[src/rtl/phr_pkg.sv]
// Shared types and width helpers for the packet-header read engine.
package phr_pkg;

    typedef enum logic {
        IDLE  = 1'b0,
        ISSUE = 1'b1
    } state_t;

    localparam int DROP_W = 16;

    function automatic int fid_w(input int flow_num);
        return $clog2(flow_num);
    endfunction

    function automatic int beat_w(input int hdr_beats);
        return (hdr_beats > 1) ? $clog2(hdr_beats) : 1;
    endfunction

    function automatic int addr_w(input int flow_num, input int hdr_beats);
        return 1 + fid_w(flow_num) + beat_w(hdr_beats);
    endfunction

endpackage

[src/rtl/phr_arbiter.sv]
// Flow arbiter: fixed lowest-index priority, or round-robin when PHR_RR_ARB_EN is defined.
module phr_arbiter
    import phr_pkg::*;
#(
    parameter  int FLOW_NUM = 8,
    localparam int FID_W    = fid_w(FLOW_NUM)
) (
`ifdef PHR_RR_ARB_EN
    input  logic                clk,
    input  logic                rst_n,
    input  logic                adv,
`endif
    input  logic [FLOW_NUM-1:0] req,
    output logic [FLOW_NUM-1:0] grant,
    output logic [FID_W-1:0]    grant_idx
);

`ifdef PHR_RR_ARB_EN
    logic [FID_W-1:0] ptr;
    logic [FID_W-1:0] idx;
    logic             found;

    // Pointer starts at the top index so that flow 0 is searched first.
    always_ff @(posedge clk or negedge rst_n) begin
        if (!rst_n)   ptr <= FID_W'(FLOW_NUM - 1);
        else if (adv) ptr <= grant_idx;
    end

    // FLOW_NUM is a power of two, so the index wraps naturally.
    always_comb begin
        grant     = '0;
        grant_idx = '0;
        found     = 1'b0;
        idx       = '0;
        for (int i = 0; i < FLOW_NUM; i++) begin
            idx = ptr + FID_W'(i + 1);
            if (!found && req[idx]) begin
                found      = 1'b1;
                grant[idx] = 1'b1;
                grant_idx  = idx;
            end
        end
    end
`else
    // Descending scan: the last hit written is the lowest requesting index.
    always_comb begin
        grant     = '0;
        grant_idx = '0;
        for (int i = FLOW_NUM - 1; i >= 0; i--) begin
            if (req[i]) begin
                grant     = '0;
                grant[i]  = 1'b1;
                grant_idx = FID_W'(i);
            end
        end
    end
`endif

endmodule

[src/rtl/pkt_hdr_reader.sv]
// Header-read engine: queues flow requests, issues back-to-back RAM reads per header and
// retimes the returned beats with flow/last tags. Arbitration mode selected by PHR_RR_ARB_EN.
module pkt_hdr_reader
    import phr_pkg::*;
#(
    parameter  int FLOW_NUM  = 8,
    parameter  int HDR_BEATS = 4,
    parameter  int DATA_W    = 128,
    parameter  int RD_LAT    = 2,
    localparam int FID_W     = fid_w(FLOW_NUM),
    localparam int BEAT_W    = beat_w(HDR_BEATS),
    localparam int ADDR_W    = addr_w(FLOW_NUM, HDR_BEATS)
) (
    input  logic                clk,
    input  logic                rst_n,
    input  logic                in_addr_shift,
    input  logic [FLOW_NUM-1:0] in_selected,
    output logic                out_pkt_hdr_rd,
    output logic [ADDR_W-1:0]   out_pkt_hdr_addr,
    input  logic [DATA_W-1:0]   in_pkt_hdr,
    output logic [DATA_W-1:0]   out_pkt_hdr,
    output logic                out_pkt_hdr_wr,
    output logic                out_pkt_hdr_last,
    output logic [FID_W-1:0]    out_pkt_hdr_flow,
    output logic                out_busy,
    output logic [DROP_W-1:0]   out_drop_cnt
);

    state_t              state, state_nx;
    logic [BEAT_W-1:0]   beat, beat_nx;
    logic [FID_W-1:0]    flow_q, flow_nx;
    logic                bank_q, bank_nx;
    logic                take;
    logic                last_beat;
    logic [FLOW_NUM-1:0] pend, grant, grant_clr;
    logic [FID_W-1:0]    grant_idx;
    logic                drop_hit;

    logic [RD_LAT-1:0]   pipe_v, pipe_l;
    logic [FID_W-1:0]    pipe_f [RD_LAT];

    phr_arbiter #(.FLOW_NUM(FLOW_NUM)) u_arb (
`ifdef PHR_RR_ARB_EN
        .clk       (clk),
        .rst_n     (rst_n),
        .adv       (take),
`endif
        .req       (pend),
        .grant     (grant),
        .grant_idx (grant_idx)
    );

    assign last_beat = (beat == BEAT_W'(HDR_BEATS - 1));
    assign grant_clr = take ? grant : '0;
    assign drop_hit  = |(in_selected & pend & ~grant_clr);
    assign out_busy  = (state == ISSUE) | (|pend) | (|pipe_v);

    always_ff @(posedge clk or negedge rst_n) begin
        if (!rst_n) begin
            state  <= IDLE;
            beat   <= '0;
            flow_q <= '0;
            bank_q <= 1'b0;
        end else begin
            state  <= state_nx;
            beat   <= beat_nx;
            flow_q <= flow_nx;
            bank_q <= bank_nx;
        end
    end

    // A grant on the last beat chains straight into the next header with no bubble.
    always_comb begin
        state_nx         = state;
        beat_nx          = beat;
        flow_nx          = flow_q;
        bank_nx          = bank_q;
        take             = 1'b0;
        out_pkt_hdr_rd   = 1'b0;
        out_pkt_hdr_addr = '0;
        case (state)
            IDLE: begin
                if (|pend) begin
                    take     = 1'b1;
                    state_nx = ISSUE;
                    beat_nx  = '0;
                    flow_nx  = grant_idx;
                    bank_nx  = in_addr_shift;
                end
            end
            ISSUE: begin
                out_pkt_hdr_rd   = 1'b1;
                out_pkt_hdr_addr = {bank_q, flow_q, beat};
                if (last_beat) begin
                    beat_nx = '0;
                    if (|pend) begin
                        take    = 1'b1;
                        flow_nx = grant_idx;
                        bank_nx = in_addr_shift;
                    end else begin
                        state_nx = IDLE;
                    end
                end else begin
                    beat_nx = beat + BEAT_W'(1);
                end
            end
            default: state_nx = IDLE;
        endcase
    end

    // New requests override the grant clear, so a same-cycle re-request is kept.
    always_ff @(posedge clk or negedge rst_n) begin
        if (!rst_n) begin
            pend         <= '0;
            out_drop_cnt <= '0;
        end else begin
            pend <= (pend & ~grant_clr) | in_selected;
            if (drop_hit && (out_drop_cnt != {DROP_W{1'b1}}))
                out_drop_cnt <= out_drop_cnt + DROP_W'(1);
        end
    end

    // Tags travel alongside the RAM access so they line up with returning data.
    always_ff @(posedge clk or negedge rst_n) begin
        if (!rst_n) begin
            pipe_v <= '0;
            pipe_l <= '0;
            for (int i = 0; i < RD_LAT; i++) pipe_f[i] <= '0;
        end else begin
            pipe_v[0] <= out_pkt_hdr_rd;
            pipe_l[0] <= out_pkt_hdr_rd & last_beat;
            pipe_f[0] <= out_pkt_hdr_rd ? flow_q : '0;
            for (int i = 1; i < RD_LAT; i++) begin
                pipe_v[i] <= pipe_v[i-1];
                pipe_l[i] <= pipe_l[i-1];
                pipe_f[i] <= pipe_f[i-1];
            end
        end
    end

    always_ff @(posedge clk or negedge rst_n) begin
        if (!rst_n) begin
            out_pkt_hdr      <= '0;
            out_pkt_hdr_wr   <= 1'b0;
            out_pkt_hdr_last <= 1'b0;
            out_pkt_hdr_flow <= '0;
        end else begin
            out_pkt_hdr      <= pipe_v[RD_LAT-1] ? in_pkt_hdr : '0;
            out_pkt_hdr_wr   <= pipe_v[RD_LAT-1];
            out_pkt_hdr_last <= pipe_l[RD_LAT-1];
            out_pkt_hdr_flow <= pipe_f[RD_LAT-1];
        end
    end

endmodule

[config.mk]
export PLATFORM = sky130hd
export DESIGN_NAME = pkt_hdr_reader
export DESIGN_NICKNAME = d
export VERILOG_FILES = /design/src/rtl/phr_pkg.sv /design/src/rtl/phr_arbiter.sv /design/src/rtl/pkt_hdr_reader.sv
export SDC_FILE = /design/constraint.sdc
export NUM_CORES = 1
export LEC_CHECK = 0
export ABC_CLOCK_PERIOD_IN_PS = 2110
export CORE_MARGIN = 2
export CORE_UTILIZATION = 37
export DETAILED_ROUTE_END_ITERATION = 16
export PLACE_DENSITY = 0.78
export RECOVER_POWER = 100
export SLEW_MARGIN = 25
export SYNTH_ARGS = -nofsm -noshare
export SYNTH_HDL_FRONTEND = slang
export SYNTH_HIERARCHICAL = 1
export SYNTH_SLANG_ARGS = --single-unit
[constraint.sdc]
create_clock -name clk -period 2.11 [get_ports clk]
set_input_delay 0.422 -clock clk [delete_from_list [all_inputs] [get_ports clk]]
set_output_delay 0.422 -clock clk [all_outputs]
set_load 0.02 [all_outputs]
# Yosys cells after proc, flatten, opt, wreduce, memory -nomap -nowiden
# Cells that the tools add are included.
# totals
reg_bits	174
out_inout_bits	157
in_bits	139
wordCells	68
# classes
addsub	2
n_eq_ne	4
n_reduce_logical	4
mux	35
bitwise	9
# op_table
cell	count
2-to-1 mux 128 bit	1
2-to-1 mux 8 bit	9
2-to-1 mux 3 bit	11
bitwise AND 8 bit	3
adder 16 x 1 -> 16 bit (second input constant)	1
!= test 16 bit (second input constant)	1
OR reduction 8 bit	2
inverter 8 bit	1
bitwise OR 8 bit	1
2-to-1 mux 1 bit	6
2-to-1 mux 6 bit	1
case mux 1 bit (2 select lines)	3
case mux 3 bit (2 select lines)	1
2-to-1 mux 2 bit	2
case mux 2 bit (2 select lines)	1
adder 2 x 1 -> 2 bit (second input constant)	1
== test 2 bit (second input constant)	1
!= test 2 x 1 -> 1 bit (second input constant)	1
!= test 2 bit (second input constant)	1
bitwise OR 1 bit	2
OR reduction 2 bit	1
bitwise AND 1 bit	1
logical AND 1 bit	1
inverter 1 bit	1

# Longest topological paths before layout
# depth
word_depth	13
ltp_mapped	9
ltp_nobuf	7

# Hierarchy
# The synthesis kept the hierarchy.
# by_module_without_submodules
mod	cells_per_inst	area_each_um2	seq_area_each_um2	n_inst
pkt_hdr_reader	429	5980.7	4354.2	1
phr_arbiter	21	147.6	0.0	1

# Worst setup path before layout
# No wires, ideal clock.
# synth_timing
path_type	flip-flop to flip-flop
from	register pend[0]
to	register out_drop_cnt[8]
t_required_ps	1980
t_arrival_ps	1830
slack_ps	149
path_stages_with_launch	9
synth_period_minus_slack_ps	1961
cell_sequence	dfrtp_1 nor4_4 and3b_1 a21oi_1 nor4_4 a21oi_4 buf_6 nand3_1 xnor2_1
# synth_between
word_cells_on_any_way	11
cone_classes	mux: 5; bitwise: 3; reduce/logical: 3
# synth_lines
item	line_no	text
from (decl)	pkt_hdr_reader.sv:35	logic [FLOW_NUM-1:0] pend, grant, grant_clr;
from (signal assigned)	pkt_hdr_reader.sv:117	pend <= (pend & ~grant_clr) | in_selected;
2-to-1 mux 8 bit	phr_arbiter.sv:50	if (req[i]) begin
net grant[5]	pkt_hdr_reader.sv:35	
2-to-1 mux 8 bit	pkt_hdr_reader.sv:54	assign grant_clr = take ? grant : '0;
inverter 8 bit	pkt_hdr_reader.sv:55	assign drop_hit = |(in_selected & pend & ~grant_clr);
bitwise AND 8 bit	pkt_hdr_reader.sv:55	
OR reduction 8 bit	pkt_hdr_reader.sv:55	
logical AND 1 bit	pkt_hdr_reader.sv:118	if (drop_hit && (out_drop_cnt != {DROP_W{1'b1}}))
to (signal assigned)	pkt_hdr_reader.sv:119	out_drop_cnt <= out_drop_cnt + DROP_W'(1);
to (decl)	pkt_hdr_reader.sv:26	output logic [DROP_W-1:0] out_drop_cnt
# The timed path passes the listed nets, and every way through them passes these cells.
# A chain may end at the register's enable or synchronous reset.

# Worst setup path after layout
# layout_timing
from	register beat[0]
to	register out_drop_cnt[1]
# layout_between
elab_chain_cells	8
# layout_rtl
item	line_no	text
from (decl)	pkt_hdr_reader.sv:30	logic [BEAT_W-1:0] beat, beat_nx;
from (signal assigned)	pkt_hdr_reader.sv:66	beat <= beat_nx;
== test 2 bit	pkt_hdr_reader.sv:53	assign last_beat = (beat == BEAT_W'(HDR_BEATS - 1));
2-to-1 mux 1 bit	pkt_hdr_reader.sv:94	if (last_beat) begin
case mux 1 bit (2 select lines)	pkt_hdr_reader.sv:81	case (state)
2-to-1 mux 8 bit	pkt_hdr_reader.sv:54	
inverter 8 bit	pkt_hdr_reader.sv:55	
bitwise AND 8 bit	pkt_hdr_reader.sv:55	
OR reduction 8 bit	pkt_hdr_reader.sv:55	
logical AND 1 bit	pkt_hdr_reader.sv:118	
# Every way passes these cells.

==> reports/metrics.cfg <==
[floorplanning]
io_pins=296
die_w_microns=133
fp.dieH_microns=133
cell_row_count=47
core_sq_um=16400
initial_util_pct=37.4
dieArea_sq_um=17600

[pwr]
leak_pwr_uw=0.00427
peakVddDrop_v=0.000723
power_per_cell_area_nw_per_um2=778

[placement]
dp_hpwl_microns=11700
preCtsSetupSlack_ns=-0.0791
gp_routability_congestion=0.866
io_buf_count=295
placed_cell_area_sq_um=9410

[routing]
wl_microns=16300
drt_iter0_drc=155
firstDrtPassIters=4
viasPerCell=4.49
detailroute.via_count=4508
routedWlPerCell_microns=16.2
drcViolationCount=0
final_antenna_net_count=0

[grt]
grt_pass1_vias=4733
gr-usage-all-layers_pct=18.6
grt_first_pass_wirelength_microns=25300
grt_max_degree=130
leftover_overflow_at_the_end_of_global_routing=0
antenna_found_initial=0

[critical_path]
cp_cell_sequence=ha_1 > nand2b_4 > a21oi_4 > nor4_4 > buf_4 > a21oi_4 > mux2_2
crit_path_max_delay_family=compound AO/OA/AOI/OAI gates
crit-reg2reg-capture=out_drop_cnt[1]
max_stage_delay_ns=0.40
critical_path_class=flop to flop
critical_path.max_fanout=8
critPathCaptureType=flop
reg2reg_depth=7
cp_common_cell=sky130_fd_sc_hd__a21oi_4
rr_startpoint=beat[0]
worst_setup_path_start_kind=flop
worst-endpoint-required_ns=2.41
timing.reg2reg.setup_slack_ns=-0.03
critical_path.slowest_cell=sky130_fd_sc_hd__dfrtp_1
worst-endpoint-arrival_ns=2.44
bufs_and_invs_on_worst_path=1

[finish]
finalInstanceArea_sq_um=10200
antenna_cells_inserted=0
area_delta_synth_final_pct=66.0
layout.filler_cells=1234
layout-drive-gt1-share_pct=12.1
design.final.nets=913

[logic_synthesis]
synthesized_instance_count=450
yosys.cell_count.top_type=sky130_fd_sc_hd__dfrtp_1
combinational_family_with_the_most_area_after_synthesis=simple AND/OR/NAND/NOR gates
compound_cell_area_share_of_the_yosys_netlist_pct=2.98
yosys.area_share.xor_xnor_pct=2.00
synth_sequential_area_ratio_pct=71.0
mappedNetlistArea_sq_um=6130
synth_simple_gate_area_share_pct=21.0
async_reset_ff_share_pct=100
synth_seq_cells=174
post_synth_most_frequent_cells=174 x sky130_fd_sc_hd__dfrtp_1, 136 x sky130_fd_sc_hd__and2_1, 28 x sky130_fd_sc_hd__nand2_1, 16 x sky130_fd_sc_hd__clkbuf_1, 13 x sky130_fd_sc_hd__xnor2_1
synth_area_leaders=sky130_fd_sc_hd__dfrtp_1 71%, sky130_fd_sc_hd__and2_1 14%, sky130_fd_sc_hd__xnor2_1 1.9%, sky130_fd_sc_hd__nand2_1 1.7%, sky130_fd_sc_hd__nor4_4 1.0%
dominantRegCellSynth=sky130_fd_sc_hd__dfrtp_1
yosys-mux-area-fraction_pct=0.919
post-synth-top-area-cell=sky130_fd_sc_hd__dfrtp_1
adder_and_majority_cell_fraction_of_the_synthesized_area_pct=0.408
synthesis.nets=591
synth_warnings=6
synth_enable_flop_cells=0
yosysTopAreaCellShare_pct=71.0
postSynthAreaPerCell_sq_um=13.6
post_synth_num_cell_types=39

[job]
drv_cap=0

[sta]
grt_setup_unrepaired=true
timing_worst_slew_pin_value_ns=0.931
max_freq_mhz=468
max_slew_margin_pct=38.0
final-max-slew-violation-count=0
post-route-worst-setup-slack_ns=-0.0288
finalCritPeriodShare_pct=101
finalSetupTns_ns=-0.0288
period_needed_ns=2.14
report.final.hold_viol_count=0
setup_violations=1
clock_skew_ns=0.00998

[clocking]
clock_sink_count=174
cts-buffers-inserted=17
cts_tree=yes
cts.root.buffer_cell=sky130_fd_sc_hd__clkbuf_16
clk-insertion-delay-late_ns=0.42
ctsLongestPathBuffers=2
cts.clk_slew.worst_paths_ns=0.07
level_count_of_the_clock_h_tree=4

[hold_path]
worstHoldStart=pipe_l[1]
depth_of_the_worst_hold_timing_path=0
min_path_type=flop to flop
hold-path-endpoint=out_pkt_hdr_last

[status]
run_status=finished, violations left
failed_checks=negative setup slack

kinds of logic after synthesis:
logic type / Yosys count
simple gates: 207
flops: 174
compound gates: 26
buf+inv: 22
xor+xnor: 14
mux: 5
fa+ha+maj: 2
area by class of cell:
class	instances	area [sq um]	area share [%]
tap	220	275	2.71
inverter	3	11.3	0.111
clock inverter	14	124	1.22
clock buffer	18	429	4.22
timing repair buffer	320	3160	31.1
sequential	174	4360	42.8
multi-input combinational	256	1810	17.8
how the worst max path moves through the flow:
| stage | startpoint | to | slack, ns | cells past startpoint |
|---|---|---|---|---|
| floorplan | pend[0] | out_drop_cnt[8] | 0.15 | 8 |
| global placement | in_selected[1] | out_drop_cnt[1] | -0.03 | 6 |
| detailed placement | in_selected[4] | out_drop_cnt[1] | -0.08 | 6 |
| CTS | beat[0] | out_drop_cnt[1] | -0.002 | 7 |
| global route | beat[0] | out_drop_cnt[1] | -0.10 | 7 |
| finish | beat[0] | out_drop_cnt[1] | -0.03 | 7 |
layout by cell type, fill, tap and decap left out, types with 6 or more instances in the layout:
cell type and count:
sky130_fd_sc_hd__clkdlybuf4s50_1 286, sky130_fd_sc_hd__dfrtp_1 171, sky130_fd_sc_hd__and2_1 136, sky130_fd_sc_hd__nand2_1 28, sky130_fd_sc_hd__buf_4 21, sky130_fd_sc_hd__clkbuf_16 17
sky130_fd_sc_hd__xnor2_1 13, sky130_fd_sc_hd__a21o_1 8, sky130_fd_sc_hd__nor2_1 8, sky130_fd_sc_hd__inv_6 6, sky130_fd_sc_hd__dlygate4sd2_1 6
flip-flops by register name, indices dropped and copies added, names as in the netlist:
| register | flops |
|---|---|
| flow_q | 3 |
| state | 1 |
| pipe_v | 2 |
| pend | 8 |
| out_pkt_hdr_flow | 3 |
| out_pkt_hdr_wr | 1 |
| out_pkt_hdr_last | 1 |
| pipe_f | 6 |
| out_pkt_hdr | 128 |
| bank_q | 1 |
| beat | 2 |
| pipe_l | 2 |
| out_drop_cnt | 16 |
worst register-to-register path: cells and delay by family (launching register included):
kind	cells	cell delay, ns
AOI/OAI and AO/OA	2	0.52
buffers and inverters	1	0.16
adders and majority gates	1	0.26
and+or+nand+nor	2	0.30
DFF	1	0.40
muxes	1	0.38
what timing repair did:
item                                    in CTS  in global routing
cloned                                       1                  1
hold buffers                                 1                  0
hold endpoints to repair                    19                  0
pin swaps                                    3                  2
setup buffers                                2                  6
endpoints found under the setup margin       9                 18
gates resized for setup                     23                 13
where the power goes:
part / switching (uW) / internal (uW)
Sequential: 139 / 3540
Clock: 1360 / 1550
Combinational: 584 / 737
Total: 2090 / 5830
per-layer routing:
layer	track usage [%]	vias up	part of all wire (%)
li1	-	2083	-
met1	21.8	2189	39
met2	32.4	198	52
met3	4.83	38	5.7
met4	8.00	0	3.0
met5	0	-	0
stage by stage:
step / hold slack (ns) / utilization, % / std cells / power [uW]
floorplan: 0.126 / - / 450 / 4240
global placement: 0.290 / 57.4 / 962 / 5020
detailed placement: 0.290 / 57.4 / 962 / 5060
CTS: 0.350 / 61.3 / 998 / 8010
global route: 0.359 / 62.0 / 1005 / 8250
finish: 0.348 / 62.0 / 1005 / 7910
Power figures use the tool's default switching activity.
